==> src/rtl/round_sel_sequencer_if.sv <==
// Round-select bundle between the cipher controller,
// the round demultiplexer and the acknowledge return path.
interface round_sel_sequencer_if #(
  parameter int NROUNDS = 11
);
  logic               start;
  logic               stall;
  logic [NROUNDS-1:0] ack;
  logic [3:0]         SD11;
  logic               Din;
  logic               busy;
  logic               done;
  logic               err;
  logic [3:0]         err_idx;

  modport master (
    output start, stall, ack,
    input  SD11, Din, busy, done, err, err_idx
  );

  modport slave (
    input  start, stall, ack,
    output SD11, Din, busy, done, err, err_idx
  );
endinterface

==> src/rtl/round_sel_sequencer.sv <==
// Steps round selects 0..NROUNDS-1 to the demux and checks
// each one-hot acknowledge against the select it issued.
module round_sel_sequencer #(
  parameter int NROUNDS = 11
) (
  input  logic                 clk,
  input  logic                 rst_n,
  round_sel_sequencer_if.slave bus
);
  typedef enum logic [1:0] {
    S_IDLE,
    S_RUN,
    S_DONE,
    S_ERR
  } state_e;

  localparam logic [3:0] LAST = 4'(NROUNDS - 1);
  localparam logic [NROUNDS-1:0] ONE = 1;

  state_e     state_q, state_d;
  logic [3:0] idx_q, idx_d;
  logic [3:0] sd11_q, sd11_d;
  logic       din_q, din_d;
  logic       busy_q, busy_d;
  logic       done_q, done_d;
  logic       err_q, err_d;
  logic [3:0] eidx_q, eidx_d;

  logic       onehot;
  logic [3:0] pos;
  logic [3:0] enc;

  always_comb begin
    pos = '0;
    for (int i = 0; i < NROUNDS; i++) begin
      if (bus.ack[i]) pos = 4'(i);
    end
  end

  // clearing the lowest set bit leaves zero only for a single bit
  assign onehot = (bus.ack != '0) &&
                  ((bus.ack & (bus.ack - ONE)) == '0);
  assign enc = onehot ? pos : 4'hF;

  always_comb begin
    state_d = state_q;
    idx_d   = idx_q;
    eidx_d  = eidx_q;
    unique case (state_q)
      S_IDLE: begin
        if (bus.start) begin
          state_d = S_RUN;
          idx_d   = '0;
        end
      end
      S_RUN: begin
        if (!bus.stall) begin
          if (enc == idx_q) begin
            if (idx_q == LAST) state_d = S_DONE;
            else idx_d = idx_q + 4'd1;
          end else begin
            state_d = S_ERR;
            eidx_d  = enc;
          end
        end
      end
      S_DONE: state_d = S_IDLE;
      S_ERR: begin
        if (bus.start) begin
          state_d = S_RUN;
          idx_d   = '0;
          eidx_d  = '0;
        end
      end
      default: state_d = S_IDLE;
    endcase
  end

  // outputs are decoded from the next state so they land in registers
  always_comb begin
    sd11_d = (state_d == S_RUN) ? idx_d : 4'd0;
    din_d  = (state_d == S_RUN);
    busy_d = (state_d == S_RUN);
    done_d = (state_d == S_DONE);
    err_d  = (state_d == S_ERR);
  end

  always_ff @(posedge clk or negedge rst_n) begin
    if (!rst_n) begin
      state_q <= S_IDLE;
      idx_q   <= '0;
      sd11_q  <= '0;
      din_q   <= 1'b0;
      busy_q  <= 1'b0;
      done_q  <= 1'b0;
      err_q   <= 1'b0;
      eidx_q  <= '0;
    end else begin
      state_q <= state_d;
      idx_q   <= idx_d;
      sd11_q  <= sd11_d;
      din_q   <= din_d;
      busy_q  <= busy_d;
      done_q  <= done_d;
      err_q   <= err_d;
      eidx_q  <= eidx_d;
    end
  end

  assign bus.SD11    = sd11_q;
  assign bus.Din     = din_q;
  assign bus.busy    = busy_q;
  assign bus.done    = done_q;
  assign bus.err     = err_q;
  assign bus.err_idx = eidx_q;
endmodule

==> src/flat_wrapper.sv <==
// flat-port wrapper written by rule: the top's interface ports become plain ports
module round_sel_sequencer_flat 
#(
  parameter int NROUNDS = 11
)
  (clk, rst_n, bus_start, bus_stall, bus_ack, bus_SD11, bus_Din, bus_busy, bus_done, bus_err, bus_err_idx);
  round_sel_sequencer_if #(.NROUNDS(NROUNDS)) bus_i ();
  input  logic clk;
  input  logic rst_n;
  input wire logic [$bits(bus_i.start)-1:0] bus_start;
  input wire logic [$bits(bus_i.stall)-1:0] bus_stall;
  input wire logic [$bits(bus_i.ack)-1:0] bus_ack;
  output wire logic [$bits(bus_i.SD11)-1:0] bus_SD11;
  output wire logic [$bits(bus_i.Din)-1:0] bus_Din;
  output wire logic [$bits(bus_i.busy)-1:0] bus_busy;
  output wire logic [$bits(bus_i.done)-1:0] bus_done;
  output wire logic [$bits(bus_i.err)-1:0] bus_err;
  output wire logic [$bits(bus_i.err_idx)-1:0] bus_err_idx;
  assign bus_i.start = bus_start;
  assign bus_i.stall = bus_stall;
  assign bus_i.ack = bus_ack;
  assign bus_SD11 = bus_i.SD11;
  assign bus_Din = bus_i.Din;
  assign bus_busy = bus_i.busy;
  assign bus_done = bus_i.done;
  assign bus_err = bus_i.err;
  assign bus_err_idx = bus_i.err_idx;
  round_sel_sequencer #(.NROUNDS(NROUNDS)) u_core (.clk(clk), .rst_n(rst_n), .bus(bus_i));
endmodule
==> config.mk <==
export PLATFORM = sky130hd
export DESIGN_NAME = round_sel_sequencer_flat
export DESIGN_NICKNAME = d
export VERILOG_FILES = /design/src/rtl/round_sel_sequencer_if.sv /design/src/rtl/round_sel_sequencer.sv /design/src/flat_wrapper.sv
export SDC_FILE = /design/constraint.sdc
export NUM_CORES = 1
export LEC_CHECK = 0
export BUFFER_PORTS_ARGS = -buffer_cell sky130_fd_sc_hd__buf_4
export CORE_MARGIN = 2
export CORE_UTILIZATION = 30
export CTS_BUF_LIST = sky130_fd_sc_hd__clkbuf_4 sky130_fd_sc_hd__clkbuf_8
export DETAILED_ROUTE_END_ITERATION = 10
export GPL_TIMING_DRIVEN = 0
export HOLD_SLACK_MARGIN = 0.12
export SYNTH_ARGS = -nofsm -noshare
export SYNTH_HDL_FRONTEND = slang
export SYNTH_SLANG_ARGS = --single-unit
==> constraint.sdc <==
create_clock -name clk -period 2.5 [get_ports clk]
set_input_delay 0 -clock clk [delete_from_list [all_inputs] [get_ports clk]]
set_output_delay 0 -clock clk [all_outputs]
set_load 0.02 [all_outputs]
# Yosys cells after proc, flatten, opt, wreduce, memory -nomap -nowiden
# Index checks and enable logic that the tools add are counted.
[op_classes] add_sub_neg=2 n_mul=0 n_div=0 n_lt_le_gt_ge=0 eq_ne=11 shifts=0 mux=26 bitwise_logic=1 reduce_logical=7
[ops] cell="4-bit two-way mux" count=18
[ops] cell="4-bit one-hot mux with 2 select lines" count=2
[ops] cell="11-bit AND" count=1
[ops] cell="11-bit zero test" count=1
[ops] cell="11-bit nonzero test" count=1
[ops] cell="11-bit by 1-bit subtractor with 11-bit output (second input constant)" count=1
[ops] cell="2-bit equality test (second input constant)" count=4
[ops] cell="2-bit two-way mux" count=4
[ops] cell="2-bit != test (second input constant)" count=3
[ops] cell="2-bit one-hot mux with 3 select lines" count=1
[ops] cell="4-bit by 1-bit adder with 4-bit output (second input constant)" count=1
[ops] cell="2-bit by 1-bit equality test with 1-bit output (second input constant)" count=2
[ops] cell="4-bit equality test" count=1
[ops] cell="4-bit equality test (second input constant)" count=1
[ops] cell="4-bit AND reduction" count=1
[ops] cell="2-bit zero test" count=1
[ops] cell="2-bit nonzero test" count=1
[ops] cell="2-bit OR reduction" count=1
[ops] cell="1-bit logical AND" count=1
[ops] cell="1-bit two-way mux" count=1
[word_totals] regBits=17 latch_bits=0 ramBits=0 mem_bits_ro=0 wordCells=54 mem_count=0

# Depth between registers and ports, before layout
# Gate-level depths: netlist (run 1).
[logic_depth] ltp_word=17 depth_mapped=9 depth_no_buf=8

# Worst setup path after synthesis (run 1)
# OpenSTA, ideal clock, no wires.
[synth_timing] path_kind="input-to-reg" start="input bus_ack[1]" end="register u_core.sd11_q[0], in the netlist u_core.bus.SD11[0]" setup_time_ns=0.080 arrival_ns=2.671 t_required_ns=2.420 slack_ns=-0.251 path_stages=9 n_path_buf=1 cell_sequence="or4_1 > buf_2 > a2111oi_0 > nor3_1 > or4b_4 > xnor2_2 > o311ai_0 > nand3_1 > a21oi_1"
[synth_via] elab_chain_cells=17 word_cells_on_any_way=25
[synth_rtl] element="start, declared" line_no="flat_wrapper.sv:12" text="input wire logic [$bits(bus_i.ack)-1:0] bus_ack;"
[synth_rtl] element="1-bit two-way mux" line_no="round_sel_sequencer.sv:36" text="if (bus.ack[i]) pos = 4'(i);"
[synth_rtl] element="4-bit two-way mux (9 in series)" line_no="round_sel_sequencer.sv:36"
[synth_rtl] element="4-bit two-way mux *" line_no="round_sel_sequencer.sv:43" text="assign enc = onehot ? pos : 4'hF;"
[synth_rtl] element="4-bit equality test *" line_no="round_sel_sequencer.sv:58" text="if (enc == idx_q) begin"
[synth_rtl] element="2-bit two-way mux" line_no="round_sel_sequencer.sv:58"
[synth_rtl] element="2-bit two-way mux" line_no="round_sel_sequencer.sv:57" text="if (!bus.stall) begin"
[synth_rtl] element="2-bit one-hot mux with 3 select lines" line_no="round_sel_sequencer.sv:49" text="unique case (state_q)"
[synth_rtl] element="2-bit by 1-bit equality test with 1-bit output" line_no="round_sel_sequencer.sv:81" text="sd11_d = (state_d == S_RUN) ? idx_d : 4'd0;"
[synth_rtl] element="4-bit two-way mux *" line_no="round_sel_sequencer.sv:81"
[synth_rtl] element="named net u_core.sd11_d[0]" line_no="round_sel_sequencer.sv:22" text="logic [3:0] sd11_q, sd11_d;"
[synth_rtl] element="end signal, assigned" line_no="round_sel_sequencer.sv:92" text="sd11_q <= '0;"
[synth_rtl] element="end signal, assigned" line_no="round_sel_sequencer.sv:101" text="sd11_q <= sd11_d;"
[synth_rtl] element="end, declared" line_no="round_sel_sequencer.sv:22"
# The timed path passes the listed nets; every way through them passes the cells marked *.
# A chain may end at the register's enable or synchronous reset.

# Final worst setup path (run 1)
[layout_timing] start="input bus_ack[1]" end="register u_core.eidx_q[1], in the netlist u_core.bus.err_idx[1]"
[layout_via] elab_chain_cells=14 word_cells_on_any_way=22
[layout_rtl] element="1-bit two-way mux" line_no="round_sel_sequencer.sv:36"
[layout_rtl] element="4-bit two-way mux (9 in series)" line_no="round_sel_sequencer.sv:36"
[layout_rtl] element="4-bit two-way mux *" line_no="round_sel_sequencer.sv:43"
[layout_rtl] element="4-bit equality test" line_no="round_sel_sequencer.sv:58"
[layout_rtl] element="2-bit != test (no source line)"
[layout_rtl] element="4-bit AND reduction (no source line)"
[layout_rtl] element="end signal, assigned" line_no="round_sel_sequencer.sv:106" text="eidx_q <= eidx_d;"
[layout_rtl] element="end, declared" line_no="round_sel_sequencer.sv:27" text="logic [3:0] eidx_q, eidx_d;"
# Mark *: on every way between the ends. The rest lies on a longest branch, timed or not. The select of a mux whose other input is x is not followed.

==> results of run 1 <==
[state kept, by name, summed over array words and instances, names as in the netlist]
register            flops
u_core.bus.err          1
u_core.bus.done         1
u_core.bus.Din          1
u_core.state_q          2
u_core.idx_q            4
u_core.bus.err_idx      4
u_core.bus.SD11         4
[critical path: cells and delay by family]
kind                      cells  cell delay, ns
buffers and inverters         1            0.09
AOI/OAI and AO/OA             2            0.58
xor gates and xnor gates      1            0.24
and+or+nand+nor               5            1.69
[power breakdown]
| group | internal, mW | total, mW | switching [mW] |
|---|---|---|---|
| Sequential | 0.350 | 0.402 | 0.0518 |
| Clock | 0.110 | 0.199 | 0.0883 |
| Combinational | 0.309 | 0.690 | 0.381 |
| Total | 0.770 | 1.29 | 0.521 |
[worst paths after layout]
kind | from | end
worst max-delay path | bus_ack[1] | u_core.bus.err_idx[1]$_DFFE_PN0P_
worst min-delay path | rst_n | u_core.bus.SD11[1]$_DFF_PN0_
worst max register to register | u_core.idx_q[1]$_DFF_PN0_ | u_core.bus.err_idx[1]$_DFFE_PN0P_
worst min register to register | u_core.bus.err_idx[3]$_DFFE_PN0P_ | u_core.bus.err_idx[3]$_DFFE_PN0P_
max in group asynchronous | rst_n | u_core.idx_q[1]$_DFF_PN0_
min in group clk | bus_ack[10] | u_core.bus.err_idx[1]$_DFFE_PN0P_
[synth_stat cells (all sizes together)]
cell / n / share of area (%)
dfrtp: 17 / 35
nand2: 13 / 4.1
nor2: 11 / 3.7
o21ai: 11 / 4.6
nor3: 10 / 4.2
inv: 7 / 2.2
nor2b: 7 / 3.7
a21oi: 6 / 2.5
ha: 5 / 5.2
a32o: 4 / 3.3
nand2b: 4 / 2.1
nor4: 4 / 2.1
a211oi: 3 / 1.9
and2: 3 / 1.6
mux2i: 3 / 2.5
xnor2: 3 / 2.8
a2111oi: 2 / 2.0
buf: 2 / 1.0
nand3: 2 / 0.84
nand4: 2 / 1.0
or2: 2 / 1.0
or3: 2 / 1.5
or4: 2 / 1.3
a221o: 1 / 0.84
a2bb2oi: 1 / 0.73
a31o: 1 / 0.73
a31oi: 1 / 0.52
mux2: 1 / 0.94
nand3b: 1 / 0.63
o211ai: 1 / 0.63
o21bai: 1 / 0.63
o311ai: 1 / 0.73
o31a: 1 / 0.73
o31ai: 1 / 0.63
or2b: 1 / 0.63
or4b: 1 / 1.1
[through the flow]
step           worst slack (ns)  util, %  power [mW]  cell area (um2)
5_1_grt                 -0.0544     46.9        1.39             1750
2_1_floorplan           -0.0791        -       0.798             1260
4_1_cts                 -0.0308     43.4        1.23             1620
6_report                 0.0342     46.9        1.29             1750
3_3_place_gp             -0.434     40.4       0.999             1510
3_5_place_dp             -0.464     40.4        1.01             1510
[cell families after synthesis]
logic type | count (synthesis)
simple gates | 65
compound gates | 35
flops | 17
buf+inv | 9
fa+ha+maj | 5
mux | 4
xor+xnor | 3
[cells in the final DEF (no fill, tap or decap), types with 2 or more instances in the layout]
| cell | instances |
|---|---|
| nor3_2 | 4 |
| mux2i_1 | 3 |
| nor2_1 | 10 |
| and2_1 | 3 |
| a32o_1 | 4 |
| nand2_1 | 13 |
| ha_1 | 5 |
| nor2b_1 | 7 |
| a211oi_1 | 2 |
| o21ai_0 | 10 |
| a21oi_1 | 5 |
| clkbuf_8 | 3 |
| a2111oi_4 | 2 |
| nand4_1 | 2 |
| nor4_1 | 3 |
| dfrtp_1 | 17 |
| xnor2_1 | 2 |
| nand2b_1 | 4 |
| buf_6 | 2 |
| or2_2 | 2 |
| buf_4 | 37 |
| nor3_1 | 6 |
| inv_1 | 7 |
[routing by layer]
layer,global-route usage (%),part of all wire [%],up-vias
met4,3.06,0.84,0
met3,3.50,6.3,6
met5,0,0,-
met2,23.4,51,39
met1,18.6,42,578
li1,-,-,596
[area by class of cell]
type | count | area [um2]
clock buffers | 3 | 41.3
inverters | 7 | 26.3
repair buffers | 40 | 318
multi-input cells | 112 | 871
plain buffers | 1 | 7.51
well taps | 48 | 60.1
clock inverters | 1 | 5.00
flip-flops and latches | 17 | 425
fillers | 383 | 1990
[timing repair]
action                     in CTS  in global routing
hold endpoints to repair       17                  0
resized for setup               6                 13
hold buffers                    1                  0
pin swaps                      11                 11
setup endpoints to repair      11                 13
buffers inserted                5                  8
==> flow_metrics.tcl, run 1 <==
set metrics [dict create \
    wl_per_cell_um 13.6 \
    area_delta_synth_final_pct 46.3 \
    port_buffers 26 \
    drcViolationCount 0 \
    synth-seq-area-share_pct 35.5 \
    netlist_area_um2 1200 \
    cts_buffers 3 \
    post-dp-hpwl_um 2250 \
    cp-end-kind "flip-flop" \
    initial_core_util_pct 32.0 \
    vias_per_cell 5.32 \
    max_cap_violations 0 \
    synth_cell_types 41 \
    yosys.area_share.simple_pct 29.3 \
    wl_um 3110 \
    slowest_stage "or4_4" \
    synthesis.nets 158 \
    synth_compound_area_share_pct 20.5 \
    grt_max_degree 18 \
    die_h_um 67.2 \
    ant_nets 0 \
    cts_root_buf "clkbuf_8" \
    dr.pass1.iters 4 \
    setup_viol 0 \
    yosys_register_bits 17 \
    grt_pass1_wl_um 4860 \
    die_area_um2 4520 \
    finalMaxSlewViolations 0 \
    clockBufferDepth 2 \
    n_antenna_cell 0 \
    path_class "in -> reg" \
    synth-adder-area-share_pct 5.22 \
    gr-total-overflow 0 \
    synthMuxAreaShare_pct 3.44 \
    syn_area_per_cell_um2 8.69 \
    cp.arrival_ns 2.61 \
    post-route-period-util_pct 98.6 \
    clock_skew_ns 0.00326 \
    synth_xor_xnor_area_share_pct 2.82 \
    cp.required_ns 2.64 \
    synth_top_family_by_area "simple AND/OR/NAND/NOR gates" \
    r2r_slack_ns 0.35 \
    clock_sinks 17 \
    placementRows 22 \
    cts_tree "yes" \
    crit_fanout 4 \
    slew_headroom_pct 56.2 \
    antenna_found_initial 0 \
    path_cells "buf_8 > or4_4 > a2111oi_4 > nor3_2 > or4b_4 > xnor2_4 > nor2_4 > or3_4 > a32o_1" \
    fp.dieW_um 67.2 \
    synth_cells 138 \
    critical_path.startpoint_type "input pin" \
    io_pins 27 \
    track_usage_pct 14.1 \
    fin_cells 229 \
    tightest_slew_ns 0.652 \
    grt_pass1_vias 1079 \
    fmax_ghz 0.406 \
    num_vias 1219 \
    dp_cells 212 \
    rsz0062_at_grt "true" \
    synth_warnings 0 \
    fin_crit_ns 2.47 \
    initialDrtViolationCount 39 \
    setup_tns_ns 0 \
    core_um2 3740 \
    final_layout_size_suffix_gt1_share_pct 35.4 \
    hold_path.class "in -> async" \
    timing.hold.ws_ns 0.133 \
    p_per_area_nw_per_um2 736 \
    h-tree-depth 1 \
    finalNetCount 202 \
    place.gp.congestion 0.807 \
    outcome "finished clean" \
    hold_viol 0 \
    cpPeakStageDelay_ns 0.58 \
    peakVddDrop_mv 0.468 \
    worstRegToRegCells 9 \
    cts.clk_slew.worst_paths_ns 0.06 \
    clk_latency_ns 0.25 \
    p_leak_nw 0.737 \
]
Power figures use the tool's default switching activity.
==> run 2: changes to the inputs <==
BUFFER_PORTS_ARGS = -buffer_cell sky130_fd_sc_hd__buf_2   (was -buffer_cell sky130_fd_sc_hd__buf_4)
==> flow_metrics.tcl, run 2 (same netlist as run 1, synthesis figures left out) <==
set metrics [dict create \
    ant_nets 0 \
    num_vias 1218 \
    grt_pass1_wl_um 5160 \
    cp.arrival_ns 2.66 \
    cp.required_ns 2.64 \
    worst_slack_ns -0.0220 \
    crit_fanout 4 \
    cp-end-kind "flip-flop" \
    path_class "in -> reg" \
    peakVddDrop_mv 0.638 \
    tightest_slew_ns 0.519 \
    setup_tns_ns -0.0683 \
    finalMaxSlewViolations 0 \
    n_fill_cell 381 \
    slew_headroom_pct 65.0 \
    swShare_pct 42.3 \
    multi_input_area_um2 876 \
    gr-total-overflow 0 \
    fp.dieW_um 67.2 \
    placementRows 22 \
    die_area_um2 4520 \
    wl_per_cell_um 13.8 \
    clockBufferDepth 2 \
    clkPwrFrac_pct 15.9 \
    cts_root_buf "clkbuf_8" \
    area_delta_synth_final_pct 40.3 \
    die_h_um 67.2 \
    final_common_cell "buf_2" \
    p_int_mw 0.711 \
    track_usage_pct 14.7 \
    combinationalPowerShare_pct 51.5 \
    seq_area_um2 425 \
    setup_viol 4 \
    core_um2 3740 \
    fmax_ghz 0.397 \
    post-route-period-util_pct 101 \
    port_buffers 26 \
    wl_um 3110 \
    violations "setup timing" \
    drcViolationCount 0 \
    worstRegToRegCells 7 \
    p_leak_nw 0.718 \
    grt_pass1_vias 1169 \
    rsz0062_at_grt "true" \
    critical_path.startpoint_type "input pin" \
    initialDrtViolationCount 56 \
    vias_per_cell 5.39 \
    post-dp-hpwl_um 2230 \
    hold_viol 0 \
    fin_crit_ns 2.52 \
    dr.pass1.iters 4 \
    io_pins 27 \
    timing.hold.ws_ns 0.199 \
    n_antenna_cell 0 \
    outcome "finished, violations left" \
    initial_core_util_pct 32.0 \
    cts_tree "yes" \
    cts_buffers 3 \
    p_sw_mw 0.522 \
    clock_skew_ns 0.00268 \
    place.gp.congestion 0.825 \
    final_layout_size_suffix_gt1_share_pct 36.0 \
    cts.clk_slew.worst_paths_ns 0.06 \
    max_cap_violations 0 \
    h-tree-depth 1 \
    pwr-share-seq_pct 32.6 \
    grt_max_degree 18 \
    clock_sinks 17 \
    p_per_area_nw_per_um2 733 \
    hold_path.class "in -> async" \
    layout_common_cells "24 x buf_2, 17 x dfrtp_1, 13 x nand2_1" \
    finalNetCount 199 \
    clk_latency_ns 0.25 \
    antenna_found_initial 0 \
]
-- run 2: repair_timing --
item                                    4_1_cts  5_1_grt
resized for setup                            14        5
endpoints found under the setup margin       11       13
endpoints found under the hold margin        17        0
pin swaps                                    14        6
buffers inserted                              8        2
hold buffers                                  1        0
-- run 2: final timing paths --
path	startpoint	end	slack, ns
min in group clk	bus_ack[10]	u_core.bus.err_idx[1]$_DFFE_PN0P_	0.20
min reg2reg	u_core.bus.err_idx[0]$_DFFE_PN0P_	u_core.bus.err_idx[0]$_DFFE_PN0P_	0.55
min	rst_n	u_core.bus.SD11[1]$_DFF_PN0_	0.20
max in group asynchronous	rst_n	u_core.idx_q[1]$_DFF_PN0_	2.03
max reg2reg	u_core.idx_q[2]$_DFF_PN0_	u_core.idx_q[0]$_DFF_PN0_	0.45
max	bus_ack[1]	u_core.bus.err_idx[1]$_DFFE_PN0P_	-0.02
-- run 2: layer usage --
layer  vias up  global-route usage, %  routed length [um]
li1        590                      -                   -
met1       596                   18.3                1400
met2        30                   25.9                1560
met3         2                   3.83                 131
met4         0                   2.55                  19
met5         -                      0                   0
-- run 2: final cells by class --
| class | instances | area share (%) |
|---|---|---|
| inverters | 7 | 1.56 |
| flip-flops and latches | 17 | 25.3 |
| clock inverters | 1 | 0.298 |
| repair buffers | 37 | 14.3 |
| clock buffers | 3 | 2.46 |
| well taps | 48 | 3.57 |
| plain buffers | 1 | 0.446 |
| multi-input cells | 112 | 52.1 |
-- run 2: power by group through the flow --
stage | Sequential, mW | Clock [mW] | Combinational, mW
6_report | 0.402 | 0.196 | 0.635
3_5_place_dp | 0.406 | 0 | 0.572
3_3_place_gp | 0.401 | 0 | 0.556
4_1_cts | 0.403 | 0.203 | 0.627
5_1_grt | 0.412 | 0.214 | 0.707
2_1_floorplan | 0.455 | 0 | 0.343
-- run 2: critical path, stage by stage --
cell       delay [ns]
buf_6            0.09
or4_4            0.58
a2111oi_4        0.34
nor3_2           0.08
or4b_4           0.54
xnor2_4          0.30
nor2_4           0.07
or3_4            0.40
a32o_1           0.24
-- run 2: metrics by stage --
stage	power [mW]	cells	instance area [um2]	worst slack [ns]	util, %
floorplan	0.798	138	1260	-0.0791	-
global placement	0.958	212	1450	-0.424	38.6
detailed placement	0.979	212	1450	-0.509	38.6
CTS	1.23	224	1640	-0.0526	43.9
global route	1.33	226	1680	-0.0547	44.9
finish	1.23	226	1680	-0.0220	44.9
==> run 3: changes to the inputs <==
CORE_UTILIZATION = 55   (was 30)
PLACE_DENSITY = 0.81   (was not set)
==> flow_metrics.tcl, run 3 (same netlist as run 1, synthesis figures left out) <==
set metrics [dict create \
    outcome "finished clean" \
    cp.arrival_ns 2.69 \
    initialDrtViolationCount 44 \
    ant_nets 0 \
    cts_root_buf "clkbuf_4" \
    io_pins 27 \
    drcViolationCount 0 \
    cts_tree "yes" \
    cp-end-kind "flip-flop" \
    cts_buffers 3 \
    core_um2 2000 \
    antenna_found_initial 0 \
    place_area_um2 1420 \
    timing.hold.ws_ns 0.114 \
    path_buf_inv 1 \
    path_class "in -> reg" \
    place.gp.congestion 0.920 \
    p_per_area_nw_per_um2 760 \
    final_layout_size_suffix_gt1_share_pct 29.5 \
    r2r_slack_ns 0.33 \
    hold_path.class "in -> reg" \
    die_area_um2 2570 \
    path_cells "buf_6 > or4_4 > a2111oi_4 > nor3_2 > or4b_4 > xnor2_4 > nor2_4 > or3_4 > a32o_1" \
    cp_top_family "simple AND/OR/NAND/NOR gates" \
    finalMaxSlewViolations 0 \
    fmax_ghz 0.402 \
    fp.dieW_um 50.7 \
    area_delta_synth_final_pct 28.2 \
    stdcell_area_um2 1540 \
    cts.clk_slew.worst_paths_ns 0.10 \
    cpPeakStageDelay_ns 0.58 \
    clockBufferDepth 2 \
    critical_path.startpoint_type "input pin" \
    p_leak_nw 0.672 \
    num_vias 1228 \
    grt_pass1_vias 1065 \
    initial_core_util_pct 59.9 \
    gr-total-overflow 0 \
    dr.pass1.iters 4 \
    slowest_stage "or4_4" \
    post-dp-hpwl_um 2070 \
    fin_crit_ns 2.49 \
    vias_per_cell 6.14 \
    port_buffers 26 \
    max_cap_violations 0 \
    wl_per_cell_um 15.1 \
    setup_viol 0 \
    n_antenna_cell 0 \
    wl_um 3010 \
    clock_sinks 17 \
    peakVddDrop_mv 0.658 \
    clock_skew_ns 0.0121 \
    finalNetCount 194 \
    post-route-period-util_pct 99.6 \
    track_usage_pct 24.7 \
    n_fill_cell 148 \
    die_h_um 50.7 \
    final_common_cell "buf_2" \
    clk_latency_ns 0.30 \
    h-tree-depth 1 \
    layout_common_cells "24 x buf_2, 17 x dfrtp_1, 13 x nand2_1" \
    hold_viol 0 \
    tightest_slew_ns 0.487 \
    grt_max_degree 18 \
    placementRows 16 \
    slew_headroom_pct 67.2 \
    crit_fanout 5 \
    cp.required_ns 2.70 \
    grt_pass1_wl_um 4750 \
    rsz0062_at_grt "true" \
]
==> run 3: cell types whose count changed in the layout (fill, tap and decap cells not counted), sizes merged <==
cell,delta
clkinv,-1
buf,-5
clkbuf,+1
==> run 3: cell type report <==
| type | count | area (um2) | area share (%) |
|---|---|---|---|
| Tap cell | 27 | 33.8 | 2.20 |
| Buffer | 1 | 7.51 | 0.489 |
| Multi-Input combinational cell | 112 | 823 | 53.6 |
| Inverter | 7 | 26.3 | 1.71 |
| Clock buffer | 4 | 30.0 | 1.95 |
| Timing Repair Buffer | 32 | 190 | 12.4 |
| Sequential cell | 17 | 425 | 27.7 |
==> run 3: final timing paths <==
kind | startpoint | endpoint | cells after the start
worst min-delay path | bus_ack[10] | u_core.bus.err_idx[1]$_DFFE_PN0P_ | 4
min in group asynchronous | rst_n | u_core.bus.err$_DFF_PN0_ | 2
worst min register to register | u_core.bus.err_idx[2]$_DFFE_PN0P_ | u_core.bus.err_idx[2]$_DFFE_PN0P_ | 1
max in group asynchronous | rst_n | u_core.idx_q[3]$_DFF_PN0_ | 2
worst max register to register | u_core.idx_q[1]$_DFF_PN0_ | u_core.bus.SD11[2]$_DFF_PN0_ | 8
worst max-delay path | bus_ack[0] | u_core.bus.err_idx[2]$_DFFE_PN0P_ | 9
==> run 3: metal layers <==
layer  track usage (%)  wire length (um)
met1              29.7              1240
met2              42.8              1470
met3              3.57               212
met4              12.6                96
met5                 0                 0
==> run 3: worst register-to-register path: stages (launching register included) <==
cell	delay, ns
dfrtp_1	0.53
nand2b_1	0.15
o21ai_0	0.08
nor2_1	0.10
nand3_1	0.09
mux2_4	0.33
nor3_1	0.39
nand4_1	0.20
a21oi_1	0.22
==> run 3: per-stage QoR <==
stage | worst slack, ns | instances | setup TNS (ns) | utilization (%) | total power [mW]
4_1_cts | 0.0249 | 197 | 0 | 73.8 | 1.15
6_report | 0.0111 | 200 | 0 | 76.8 | 1.17
3_3_place_gp | -0.392 | 191 | -3.83 | 70.9 | 0.945
2_1_floorplan | -0.0791 | 138 | -0.349 | - | 0.798
5_1_grt | -0.0546 | 200 | -0.231 | 76.8 | 1.26
3_5_place_dp | -0.404 | 191 | -4.17 | 70.9 | 0.964
==> run 3: power breakdown <==
part,internal (mW),leakage [nW],switching (mW)
clock,0.0731,0.0184,0.0872
combinational,0.254,0.428,0.357
sequential,0.349,0.226,0.0476
total,0.676,0.672,0.492
==> run 3: repair_timing <==
item,in CTS,in global routing
hold buffers,1,0
pin swaps,4,4
gates cloned,0,0
endpoints found under the hold margin,17,0
gates resized for setup,2,8
setup endpoints to repair,9,13
buffers inserted,2,3
